### config.mk
export PLATFORM = sky130hd
export DESIGN_NAME = instr_encoder
export DESIGN_NICKNAME = d
export VERILOG_FILES = /design/src/rtl/riscv_pkg.sv /design/src/rtl/instr_pack.sv /design/src/rtl/instr_encoder.sv
export SDC_FILE = /design/constraint.sdc
export NUM_CORES = 1
export LEC_CHECK = 0
export BUFFER_PORTS_ARGS = -buffer_cell sky130_fd_sc_hd__buf_4
export CAP_MARGIN = 5
export CORE_MARGIN = 1
export CORE_UTILIZATION = 40
export CTS_CLUSTER_DIAMETER = 30
export CTS_CLUSTER_SIZE = 25
export DETAILED_ROUTE_END_ITERATION = 16
export GPL_TIMING_DRIVEN = 0
export PLACE_DENSITY = 0.84
export SLEW_MARGIN = 10
export SYNTH_ARGS = -nofsm -noshare
export SYNTH_HDL_FRONTEND = slang
export SYNTH_SLANG_ARGS = --single-unit
### constraint.sdc
create_clock -name clk -period 1.3 [get_ports clk]
set_clock_uncertainty 0.1 [all_clocks]
set_input_delay 0.26 -clock clk [delete_from_list [all_inputs] [get_ports clk]]
set_output_delay 0.26 -clock clk [all_outputs]
set_load 0.05 [all_outputs]
### src/rtl/riscv_pkg.sv
// riscv_pkg: immediate-format codes, loader FSM states and opcode constants shared across the core
package riscv_pkg;
  typedef enum logic [1:0] {I_TYPE = 2'b00, S_TYPE = 2'b01, B_TYPE = 2'b10, R_TYPE = 2'b11} imm_sel_e;
  typedef enum logic [1:0] {IDLE = 2'b00, LOAD = 2'b01, DONE = 2'b10} state_e;
  localparam logic [6:0] OP_LOAD   = 7'b0000011;
  localparam logic [6:0] OP_IMM    = 7'b0010011;
  localparam logic [6:0] OP_STORE  = 7'b0100011;
  localparam logic [6:0] OP_REG    = 7'b0110011;
  localparam logic [6:0] OP_BRANCH = 7'b1100011;
endpackage

### src/rtl/instr_pack.sv
// instr_pack: combinational field-to-word packing plus 12-bit immediate range flag
import riscv_pkg::*;
module instr_pack (
  input  logic [1:0]  imm_sel,
  input  logic [6:0]  opcode,
  input  logic [4:0]  rd,
  input  logic [4:0]  rs1,
  input  logic [4:0]  rs2,
  input  logic [2:0]  funct3,
  input  logic [6:0]  funct7,
  input  logic [31:0] imm,
  output logic [31:0] word,
  output logic        range_err
);
  always_comb begin
    word = imm_sel == I_TYPE ? {imm[11:0], rs1, funct3, rd, opcode} :
           imm_sel == S_TYPE ? {imm[11:5], rs2, rs1, funct3, imm[4:0], opcode} :
           imm_sel == B_TYPE ? {imm[11], imm[9:4], rs2, rs1, funct3, imm[3:0], imm[10], opcode} :
                               {funct7, rs2, rs1, funct3, rd, opcode};
    range_err = (imm_sel != R_TYPE) && (imm != {{20{imm[11]}}, imm[11:0]});
  end
endmodule

### src/rtl/instr_encoder.sv
// instr_encoder: packs field bundles into RV32 words and streams them to instruction memory
// Optional immediate range checker enabled by INSTR_ENCODER_RANGE_CHECK_EN.
import riscv_pkg::*;
module instr_encoder #(
  parameter int ADDR_W = 8
) (
  input  logic              clk,
  input  logic              rst,
  input  logic              start,
  input  logic              in_valid,
  output logic              in_ready,
  input  logic              in_last,
  input  logic [1:0]        imm_sel,
  input  logic [6:0]        opcode,
  input  logic [4:0]        rd,
  input  logic [4:0]        rs1,
  input  logic [4:0]        rs2,
  input  logic [2:0]        funct3,
  input  logic [6:0]        funct7,
  input  logic [31:0]       imm,
  output logic              wr_en,
  output logic [ADDR_W-1:0] wr_addr,
  output logic [31:0]       wr_data,
  output logic              busy,
  output logic              done,
  output logic              err,
  output logic [ADDR_W-1:0] err_addr
);
  state_e state_q, state_d;
  logic [ADDR_W-1:0] addr_q, addr_d, wr_addr_q, wr_addr_d;
  logic [31:0] wr_data_q, wr_data_d, word;
  logic wr_en_q, wr_en_d, range_err, accept;
  instr_pack u_pack (
    .imm_sel(imm_sel), .opcode(opcode), .rd(rd), .rs1(rs1), .rs2(rs2),
    .funct3(funct3), .funct7(funct7), .imm(imm), .word(word), .range_err(range_err)
  );
  assign accept = in_valid && state_q == LOAD && !start;
  always_comb begin
    state_d = state_q;
    addr_d = addr_q;
    wr_en_d = accept;
    wr_addr_d = wr_addr_q;
    wr_data_d = wr_data_q;
    if (start) begin
      state_d = LOAD;
      addr_d = '0;
    end else if (accept) begin
      addr_d = addr_q + ADDR_W'(1);
      wr_addr_d = addr_q;
      wr_data_d = word;
      state_d = (in_last || &addr_q) ? DONE : LOAD;
    end
  end
  always_ff @(posedge clk) begin
    if (rst) begin
      state_q <= IDLE;
      addr_q <= '0;
      wr_en_q <= 1'b0;
      wr_addr_q <= '0;
      wr_data_q <= '0;
    end else begin
      state_q <= state_d;
      addr_q <= addr_d;
      wr_en_q <= wr_en_d;
      wr_addr_q <= wr_addr_d;
      wr_data_q <= wr_data_d;
    end
  end
  assign in_ready = state_q == LOAD;
  assign busy = state_q == LOAD;
  assign done = state_q == DONE;
  assign wr_en = wr_en_q;
  assign wr_addr = wr_addr_q;
  assign wr_data = wr_data_q;
`ifdef INSTR_ENCODER_RANGE_CHECK_EN
  logic err_q, err_d;
  logic [ADDR_W-1:0] err_addr_q, err_addr_d;
  always_comb begin
    err_d = start ? 1'b0 : (err_q || (accept && range_err));
    err_addr_d = (accept && range_err && !err_q) ? addr_q : err_addr_q;
  end
  always_ff @(posedge clk) begin
    if (rst) begin
      err_q <= 1'b0;
      err_addr_q <= '0;
    end else begin
      err_q <= err_d;
      err_addr_q <= err_addr_d;
    end
  end
  assign err = err_q;
  assign err_addr = err_addr_q;
`else
  logic err_unused;
  assign err_unused = range_err;
  assign err = 1'b0;
  assign err_addr = '0;
`endif
endmodule

# Word-level counts from Yosys, hierarchy flattened
# Index checks and enable logic that the tools add are counted.
[word_totals]
reg_bits = 51
latchBits = 0
mem_bits_rw = 0
rom_bits = 0
input_bits = 71
out_inout_bits = 53
word_cells = 27
n_memories = 0
[op_classes]
add_sub_neg = 1
multipliers = 0
n_div = 0
order_cmp = 0
n_eq_ne = 4
n_shift = 0
muxes = 6
bitwise_logic = 1
reduce_logical = 9
[op_table]
columns = ["cell", "count"]
rows = [
  ["$mux W32", 3],
  ["$add A8 B1 Y8 const B", 1],
  ["$reduce_and A8 Y1", 1],
  ["$eq A2 B1 Y1 const B", 2],
  ["$eq A2 B2 Y1 const B", 2],
  ["$logic_and A1 B1 Y1", 2],
  ["$logic_not A2 Y1", 1],
  ["$mux W1", 2],
  ["$mux W2", 1],
  ["$reduce_and A2 Y1", 1],
  ["$reduce_bool A2 Y1", 1],
  ["$reduce_or A2 Y1", 1],
  ["$logic_not A1 Y1", 1],
  ["$logic_or A1 B1 Y1", 1],
  ["$not A1 Y1", 1],
]

# Depth between registers and ports, before layout
# Gate-level depths: netlist of the first run.
[depth]
ltp_word = 5
mapped_depth = 6
mapped_depth_nobuf = 4

# Modules after synthesis
# Synthesis of the first run repeated with hierarchy kept, for this count alone.
[hier_totals]
cells_unflattened = 330
hier_area_um2 = 2532.4
[modules_own_cells]
columns = ["mod", "n_inst", "cells_per_inst", "area_each_um2", "seq_area_each_um2"]
rows = [
  ["instr_encoder", 1, 244, 1951.9, 1021.0],
  ["instr_pack", 1, 86, 580.6, 0.0],
]

# Least setup slack after synthesis of the first run
# Ideal clock, no wire load.
[synth_timing]
path_kind = "reg2out"
startpoint = "register state_q[0]"
endpoint = "output in_ready"
arrival_ns = 1.446
t_required_ns = 0.940
path_slack_ns = -0.506
stages_incl_launch_ff = 3
path_cell_list = "dfxtp_1 -> nor2b_1 -> buf_4"
[synth_between]
elab_chain_len = 1
[synth_lines]
columns = ["element", "line_no", "rtl"]
rows = [
  ["from (decl)", "instr_encoder.sv:29", "state_e state_q, state_d;"],
  ["from (signal assigned)", "instr_encoder.sv:62", "state_q <= state_d;"],
  ["$eq A2 B1 Y1", "--", ""],
  ["to (decl)", "instr_encoder.sv:11", "output logic in_ready,"],
]
# No other way between the ends.

# Worst setup path in the final report of the first run
[layout_timing]
startpoint = "register state_q[1]"
endpoint = "register wr_data_q[24] (netlist: wr_data[24])"
[layout_between]
elab_chain_len = 4
[layout_lines]
columns = ["element", "line_no", "rtl"]
rows = [
  ["$eq A2 B1 Y1", "instr_encoder.sv:37", "assign accept = in_valid && state_q == LOAD && !start;"],
  ["$logic_and A1 B1 Y1 (2 in series)", "instr_encoder.sv:37", ""],
  ["$reduce_and A2 Y1 (no line)", "--", ""],
  ["to (signal assigned)", "instr_encoder.sv:66", "wr_data_q <= wr_data_d;"],
  ["to (decl)", "instr_encoder.sv:31", "logic [31:0] wr_data_q, wr_data_d, word;"],
]
# No other way between the ends.
# A chain may end at the register's enable or synchronous reset.

==> summary.md, run 1 <==
| Metric | Value |
|---|---|
| Run status | finished, violations left |
| Failing checks | setup timing |
| Syn Area/Cell | approximately 8 um^2 |
| Clk slew on worst S/H paths | approximately 0.09 ns |
| FF/Latch Area | 0.00104 mm^2 |
| Sequential power share | about half |
| P_leak | 0.00149 uW |
| Die ar. | between 0.005 and 0.006 mm^2 |
| Grt total ovfl | 0 |
| Dpl ws | -0.319 ns |
| Final Net Count | ~470 |
| Residual DRC count | 0 |
| Ant diodes | 0 |
| Maximum capacitance violations | 0 |
| Worst Setup Path Type | reg -> reg |
| Min-Delay Endpoint | wr_data[0] |
| Internal Power | around 2300 uW |
| 1st-iter DRT viols | 150 |
| Share of flip-flops with an asynchronous set or reset | 0% |
| RSZ-0062 raised after global routing | true |
| Area Overhead vs Synth | 63.3% |
| Die Y | about 76 um |
| Stages on worst setup path | 6 |
| CTS sink cnt | 51 |
| Combinational share of power | roughly 23% |
| Power per cell area | 894 mW/mm^2 |
| GPL Wtd Cong | 0.810 |
| NetSw | 949 uW |
| Worst R2R Start | state_q[1] |
| EDFF count, synth | 0 |
| CP Max Fanout | 5 |
| Most frequent cells in the layout | buf_4 (105), nand2_1 (61), dfxtp_1 (44), a21oi_1 (32), a21oi_2 (15) |
| Cell taking the most area after synthesis | dfxtp_1 |
| Slowest cell delay on critical path | 0.37 ns |
| Clock share of power | between 20% and 30% |
| Via Count | 2394 |
| Relative slew slack | roughly three fifths |
| Placed cell count | approximately 450 |
| Most common cell after layout, fill and taps aside | buf_4 |
| Min Tclk post-route | 1.53 ns |
| Largest delay share family, worst path | buffers and inverters |
| Worst path arrival time | 1.63 ns |
| Power, Total | between 3000 and 4000 uW |
| Initial antenna violation count | 0 |
| Non-Filler Instances | 467 |
| Top cells by area, synth | dfxtp_1 (46%), nand2_1 (11%), a21oi_1 (11%), buf_4 (3.4%), mux2i_1 (2.7%) |
| Unique masters post-synth | 30 |
| CTS buffer count | 5 |
| Clk buf depth | 2 |
| Critical R2R Capture | wr_data[24] |
| Largest net degree at the start of global routing | 15 |
| Final hold viol count | 0 |
| Sw frac | 29.4% |
| Fill cell count | just over 400 |
| HP Class | in -> reg |
| R2R depth | 6 |
| CTS tree | built |
| Vias per Instance | just over 5 |
| Share of cells above drive strength 1 | a little under half |
| Seq/Total Area, Yosys | a little under half |
| Area occupied by multi-input gates | roughly 0.0013 mm^2 |
| CP Cell Sequence | nor4bb_2 > buf_4 > buf_12 > buf_8 > nor2_1 > a311oi_1 |
| Top Ports | ~120 |
| Worst hold path stage count | 3 |
| Buf+Inv Stages, Crit Path | 3 |
| Global-route wire length before repair | just over 10 mm |
| Period Utilization, post-route | 117% |
| Cell Rows | 26 |
| Die W | approximately 76 um |
| Max Clock Freq | 0.655 GHz |
| Root Buffer | clkbuf_8 |
| Critical Path Source Type | register |
| Fin worst setup slack | -0.227 ns |
| Max VDD drop | 617 uV |
| Syn Std Cell Area | around 0.0022 mm^2 |
| CP max stage cell | dfxtp_4 |
| Ys flop type | dfxtp_1 |
| Initial cell density of the core | 42.5% |
| Post-Route WL | between 6 and 7 mm |
| Slew Viols, Final | 0 |
| H-tree depth | 2 |
| Syn. warnings | 0 |
| Vias in the first global route | 2240 |
| Synth top area share | between 40% and 50% |
| Worst setup EP type | register |
| Routed WL per cell | ~14 um |
| Synth Instances | 275 |
| R2r setup slk | -0.23 ns |
| IO Port Bufs | 93 |
| Req. time, crit path | 1.40 ns |
| Hold Startpoint | opcode[0] |
| Clk_lat worst skew | 0.30 ns |
| Final setup violation count | between 50 and 60 |
| Hpwl dp | between 4 and 5 mm |
| Core area | ~0.0052 mm^2 |
| Yosys reg bits | slightly above 50 |
| GRT Util Overall | 21.7% |
| Least-Margin Pin Slew | just under 0.6 ns |
| Antenna Violating Nets Remaining | 0 |
| First-pass DRT Iterations | 4 |
-- final cells by class --
class	count	share of cell area, %
clock inverters	1	0.139
plain buffers	28	7.21
clock buffers	7	2.11
flip-flops and latches	51	28.7
inverters	4	0.416
well taps	70	2.43
repair buffers	108	24.2
multi-input cells	198	34.7
-- worst min-delay path, stage by stage --
cell and delay [ns]:
buf_4 0.11, nand2_1 0.04, a21oi_1 0.05
-- stage by stage --
step	cell area, um^2	hold slack, ns	TNS [ns]	util (%)
final	3610	0.0944	-6.93	69.4
after global routing	3610	0.0882	-11.69	69.4
after CTS	3390	0.0929	-6.21	65.1
after detailed placement	3070	0.348	-10.55	59.1
after global placement	3070	0.342	-9.40	59.1
after floorplan	2290	0.296	-0.781	-
-- cells by family (layout without fill, tap and decap cells) --
logic type / after synthesis / count (layout) / share of synthesized area, %
AOI/OAI and AO/OA: 82 / 82 / 22.1
xor gates and xnor gates: 2 / 2 / 0.792
adders and majority gates: 1 / 1 / 0.566
buffers and inverters: 34 / 148 / 7.98
DFF: 51 / 51 / 46.2
muxes: 6 / 6 / 2.72
other: 1 / 9 / 0.170
and+or+nand+nor: 98 / 98 / 19.5
-- synth_stat cells, types with 3 or more instances --
cell,number
buf_2,9
clkbuf_1,11
a21oi_1,47
mux2i_1,6
o21ai_0,11
nor2_1,16
o31ai_1,4
nand3_1,3
a22oi_1,5
a311oi_1,6
inv_1,4
dfxtp_1,51
a211o_1,6
buf_4,10
nand2_1,63
nor2b_1,4
or4_1,4
-- flip-flops by register name (all words and copies together) (netlist names) --
register  cells
addr_q        8
state_q       2
wr_addr       8
wr_data      32
wr_en         1
-- power by group through the flow --
stage / Sequential (uW) / Clock (uW) / Combinational [uW]
floorplan: 1780 / 0 / 267
finish: 1620 / 881 / 725
global route: 1630 / 964 / 767
CTS: 1620 / 899 / 671
detailed placement: 1660 / 0 / 621
global placement: 1660 / 0 / 613
-- routing by layer --
layer | GRT usage, % | wire [um]
met5 | 0 | 0
met4 | 5.77 | 93
met3 | 5.99 | 472
met2 | 38.2 | 3220
met1 | 25.7 | 2760
-- how the worst max path moves through the flow --
stage	startpoint	end	slack, ns
floorplan	state_q[1]	state_q[0]	-0.18
global placement	start	state_q[0]	-0.30
detailed placement	start	state_q[0]	-0.32
CTS	state_q[1]	state_q[0]	-0.23
global route	state_q[1]	wr_data[24]	-0.30
finish	state_q[1]	wr_data[24]	-0.23
-- what timing repair did --
item,in CTS,in global routing
resized for setup,40,52
setup endpoints to repair,54,54
buffers inserted,6,4
hold buffers,0,0
gates cloned,4,1
pin swaps,4,6
Power figures use the tool's default switching activity.
==> run 2, diff against run 1 <==
PLACE_DENSITY = 0.82   (was 0.84)
clock period = 1.6 ns   (was 1.3 ns; I/O delays follow)
==> run 2 against run 1 <==
The flow now finishes without violations. Worst setup slack gained 0.25 ns. Power shrank 17%. Sequential power shrank 19%. Clock power shrank 3.1%. Via count shrank 6.1%. Hold slack gained 0.066 ns. Count of clock-buffer cells in the layout shrank 1. Register-to-register slack gained 0.25 ns. Critical endpoint is now state_q[0]. Largest cell class unchanged.
==> summary.md, run 2 (synthesis gave the netlist of run 1 again) <==
| Metric | Value |
|---|---|
| Fill cell count | slightly below 500 |
| First-pass DRT Iterations | 4 |
| Sequential power share | about half |
| Buf+Inv Stages, Crit Path | 1 |
| Largest register FFs | 32 |
| Cell Rows | 26 |
| RSZ-0062 raised after global routing | true |
| CP Max Fanout | 10 |
| TNS Setup | 0 ns |
| Max Clock Freq | roughly 0.63 GHz |
| Ant diodes | 0 |
| Initial antenna violation count | 0 |
| Most common cell after layout, fill and taps aside | buf_4 |
| Post-Route WL | 5.72 mm |
| IO Port Bufs | between 90 and 100 |
| Antenna Violating Nets Remaining | 0 |
| Internal Power | 1960 uW |
| GPL Wtd Cong | 0.821 |
| Power per cell area | around 840 mW/mm^2 |
| Slowest cell delay on critical path | between 0.5 and 0.6 ns |
| Clk_lat worst skew | approximately 0.30 ns |
| Critical Path Source Type | register |
| Util after Layout | a little over 60% |
| GRT Util Overall | 20.3% |
| Min Tclk post-route | between 1.5 and 2 ns |
| HP Class | in -> reg |
| Initial cell density of the core | about 42% |
| Area occupied by multi-input gates | about 0.0011 mm^2 |
| Combinational share of power | 18.9% |
| Vias in the first global route | between 2000 and 2500 |
| Via Count | 2247 |
| Clk slew on worst S/H paths | 0.09 ns |
| CP Cell Sequence | nand4bb_1 > buf_6 > or4_4 > o2111a_1 |
| Worst setup EP type | register |
| Largest delay share family, worst path | simple AND/OR/NAND/NOR gates |
| Die ar. | just under 0.006 mm^2 |
| Share of cells above drive strength 1 | 33.9% |
| P_leak | ~0.0013 uW |
| Vias per Instance | 4.96 |
| Clk buf depth | 2 |
| Slew Viols, Final | 0 |
| # resized after CTS | 5 |
| NetSw | approximately 720 uW |
| Run status | finished clean |
| Largest net degree at the start of global routing | 15 |
| Core area | between 0.005 and 0.006 mm^2 |
| Max VDD drop | 422 uV |
| Hpwl dp | about 4.3 mm |
| Clock share of power | 31.9% |
| CTS sink cnt | 51 |
| 1st-iter DRT viols | between 100 and 150 |
| Die W | 76.3 um |
| # Post-CTS Setup Buffers | 0 |
| Residual DRC count | 0 |
| CP max stage cell | or4_4 |
| Area Overhead vs Synth | 43.5% |
| CTS tree | built |
| Maximum capacitance violations | 0 |
| Most frequent cells in the layout | buf_4 (105), nand2_1 (63), a21oi_1 (47), dfxtp_1 (47), nor2_1 (16) |
| CTS Hold Bufs | 0 |
| Die Y | 76.3 um |
| FF/Latch Area | approximately 0.0010 mm^2 |
| Req. time, crit path | 1.69 ns |
| Final hold viol count | 0 |
| Worst path arrival time | 1.67 ns |
| Routed WL per cell | 12.6 um |
| Final setup violation count | 0 |
| H-tree depth | 2 |
| Worst Setup Path Type | reg -> reg |
| Root Buffer | clkbuf_8 |
| CTS buffer count | 5 |
| Final Net Count | around 460 |
| Period Utilization, post-route | around 99% |
| Grt total ovfl | 0 |
| Sw frac | between 20 and 30% |
| Global-route wire length before repair | between 9 and 10 mm |
| Top Ports | about 120 |
==> run 2: changes by cell type in the layout (fill, tap and decap cells not counted), moves of 4 or more <==
cell	before	now
a21oi_2	15	0
o31ai_1	0	4
a21oi_1	32	47
o21ai_0	7	11
o21ai_2	4	0
buf_6	9	3
buf_8	6	0
==> run 2: area by class of cell <==
class	count	area share, %
Sequential cell	51	32.3
Multi-Input combinational cell	198	33.2
Buffer	30	5.88
Tap cell	70	2.76
Timing Repair Buffer	93	22.1
Inverter	4	0.473
Clock buffer	6	2.29
Clock inverter	1	0.947
==> run 2: metal layers <==
metal | GRT usage (%) | vias to the layer above | wire length (um)
li1 | - | 1141 | -
met1 | 25.3 | 1018 | 2520
met2 | 33.9 | 82 | 2760
met3 | 5.75 | 6 | 385
met4 | 5.96 | 0 | 48
met5 | 0 | - | 0
==> run 2: per-stage QoR <==
stage	hold slack [ns]	total power, uW	setup slack (ns)	cell area, um^2	std cells
3_5_place_dp	0.348	1840	-0.124	3030	446
4_1_cts	0.154	2700	0.00908	3140	453
6_report	0.161	2680	0.0234	3170	453
3_3_place_gp	0.343	1840	-0.136	3030	446
2_1_floorplan	0.353	1650	0.0316	2240	283
5_1_grt	0.156	2800	-0.0309	3170	453
==> run 2: worst register-to-register path, delay by kind of cell (launching register included) <==
family / cells / cell delay, ns
flip-flops: 1 / 0.35
AND/OR/NAND/NOR: 2 / 0.71
buffers and inverters: 1 / 0.16
AO/OA/AOI/OAI: 1 / 0.15
==> run 2: power groups by stage <==
stage	Combinational [uW]	Sequential, uW	Clock [uW]
6_report	507	1320	854
5_1_grt	542	1320	932
4_1_cts	501	1320	882
3_5_place_dp	498	1350	0
3_3_place_gp	493	1350	0
2_1_floorplan	211	1440	0
==> run 2: path summary, 6_finish.rpt <==
path,endpoint,cells past startpoint,slack [ns],from
worst max register to register,state_q[0],4,0.02,state_q[1]
worst max-delay path,state_q[0],4,0.02,state_q[1]
worst min-delay path,wr_data[15],3,0.16,rs1[0]
worst min register to register,wr_addr[3],2,0.36,wr_addr[3]
==> run 3, diff against run 2 <==
CORE_ASPECT_RATIO = 0.6   (was default)
CORE_MARGIN = 2   (was 1)
CTS_CLUSTER_DIAMETER = default   (was 30)
==> run 3 against run 2 <==
Power grew 7.2%. Utilization grew 1.3 points. Cell count shrank 0.22%. Routed wire length grew 4.8%. Critical path depth is the same. Sequential share of layout area shrank 0.51 points. Maximum frequency shrank 1.0%. Via count is the same. Non-clock buffer count grew 2. Count of clock-buffer cells in the layout is the same.
==> summary.md, run 3 (synthesis gave the netlist of run 1 again) <==
| Metric | Value |
|---|---|
| Run status | finished clean |
| GRT Util Overall | between 10% and 20% |
| First-pass DRT Iterations | 4 |
| Share of cells above drive strength 1 | 34.7% |
| Min-Delay Endpoint | wr_data[5] |
| TNS Setup | 0 ns |
| CTS tree | built |
| Die Y | between 60 and 70 um |
| Most common cell after layout, fill and taps aside | buf_4 |
| Antenna Violating Nets Remaining | 0 |
| Worst path arrival time | around 1.7 ns |
| Hold Startpoint | opcode[5] |
| Worst hold path stage count | 3 |
| Die ar. | 0.00616 mm^2 |
| Vias in the first global route | around 1900 |
| Ant diodes | 0 |
| Worst R2R Start | state_q[1] |
| WHS | around 0.16 ns |
| Top Ports | ~120 |
| Cell Rows | 20 |
| P_leak | roughly 0.0014 uW |
| Maximum capacitance violations | 0 |
| CTS sink cnt | 51 |
| Critical R2R Capture | state_q[0] |
| RSZ-0062 raised after global routing | true |
| R2r setup slk | 0.007 ns |
| Clk_lat worst skew | roughly 0.30 ns |
| Grt total ovfl | 0 |
| Hpwl dp | 4.64 mm |
| Util after Layout | 62.2% |
| Largest register FFs | 32 |
| Area Overhead vs Synth | 46.5% |
| Clk slew on worst S/H paths | ~0.090 ns |
| R2R depth | 4 |
| CP Cell Sequence | nand4bb_4 > buf_6 > or4_4 > o2111a_1 |
| Power per cell area | 887 mW/mm^2 |
| Worst setup EP type | register |
| Via Count | around 2200 |
| Max VDD drop | around 460 uV |
| Initial antenna violation count | 0 |
| Slew Viols, Final | 0 |
| Largest net degree at the start of global routing | 16 |
| Max Clock Freq | between 0.6 and 0.7 GHz |
| Min Tclk post-route | 1.59 ns |
| Routed WL per cell | 13.3 um |
| HP Class | in -> reg |
| H-tree depth | 2 |
| Relative slew slack | around 65% |
| 1st-iter DRT viols | about 90 |
| Slowest cell delay on critical path | approximately 0.52 ns |
| Root Buffer | clkbuf_8 |
| Post-Route WL | about 6.0 mm |
| Core area | 0.00520 mm^2 |
| Fill cell count | 479 |
| CP max stage cell | or4_4 |
| Period Utilization, post-route | ~100% |
| Final Net Count | approximately 460 |
| IO Port Bufs | 93 |
| Worst Setup Path Type | reg -> reg |
| Final hold viol count | 0 |
| Most frequent cells in the layout | buf_4 (105), nand2_1 (63), a21oi_1 (47), dfxtp_1 (47), nor2_1 (16) |
| Global-route wire length before repair | roughly 9.4 mm |
| Residual DRC count | 0 |
| Least-Margin Pin Slew | between 0.5 and 0.6 ns |
| Final setup violation count | 0 |
| CP Max Fanout | 5 |
| Clk buf depth | 2 |
| Die W | approximately 100 um |
| Critical Path Source Type | register |
| Initial cell density of the core | ~42% |
| Vias per Instance | 4.97 |
| CTS buffer count | 5 |
| Req. time, crit path | about 1.7 ns |
| GPL Wtd Cong | 0.844 |
run 3: changes by cell type in the layout (fill, tap and decap cells not counted):
cell / previous run / this run
clkbuf_4: 0 / 2
dfxtp_2: 4 / 2
dfxtp_4: 0 / 2
a311oi_1: 6 / 5
a311oi_2: 0 / 1
bufinv_16: 1 / 2
clkbuf_1: 8 / 9
clkbuf_2: 3 / 2
nand4bb_1: 1 / 0
nand4bb_4: 0 / 1
run 3: where the power goes:
| group | total, uW | internal, uW | switching [uW] |
|---|---|---|---|
| sequential | 1320 | 1300 | 18.8 |
| clock | 1040 | 625 | 415 |
| combinational | 515 | 202 | 313 |
run 3: layout make-up:
| type | instances | area (um^2) | share of cell area [%] |
|---|---|---|---|
| multi-input cells | 198 | 1070 | 33.2 |
| flip-flops and latches | 51 | 1030 | 31.8 |
| repair buffers | 95 | 714 | 22.1 |
| plain buffers | 30 | 188 | 5.80 |
| well taps | 66 | 82.6 | 2.55 |
| clock buffers | 6 | 72.6 | 2.24 |
| clock inverters | 2 | 60.1 | 1.85 |
| inverters | 4 | 15.0 | 0.464 |
run 3: routing by layer:
layer	global-route usage (%)	wire (um)	vias up
li1	-	-	1150
met1	28.4	2950	1025
met4	4.11	27	0
met5	0	0	-
met3	5.33	491	2
met2	30.0	2520	70
run 3: what timing repair did:
item | in CTS | in global routing
buffers inserted | 0 | 1
hold buffers | 0 | 0
gates resized for setup | 5 | 20
gates cloned | 0 | 1
setup endpoints to repair | 17 | 45
pin swaps | 0 | 1
run 3: critical path: cells and delay by family, from the launching register on:
family	cells	cell delay, ns
AND/OR/NAND/NOR	2	0.74
flip-flops	1	0.37
buffers and inverters	1	0.15
AO/OA/AOI/OAI	1	0.13
run 3: per-stage QoR:
step	power, uW	area [um^2]	worst slack [ns]	instances
floorplan	1650	2240	0.0316	283
global placement	1840	3020	-0.130	442
detailed placement	1850	3020	-0.176	442
CTS	2890	3170	0.000451	450
global route	2990	3240	-0.0217	452
finish	2870	3240	0.00742	452
run 3: how the worst max path moves through the flow:
stage                       to  slack [ns]       start  cells after the start
finish              state_q[0]       0.007  state_q[1]                      4
global route        state_q[0]       -0.02  state_q[1]                      4
CTS                 state_q[0]      0.0005  state_q[1]                      4
detailed placement  wr_data[1]       -0.18       start                      6
global placement    wr_addr[4]       -0.13       start                      6
floorplan             in_ready        0.03  state_q[0]                      2
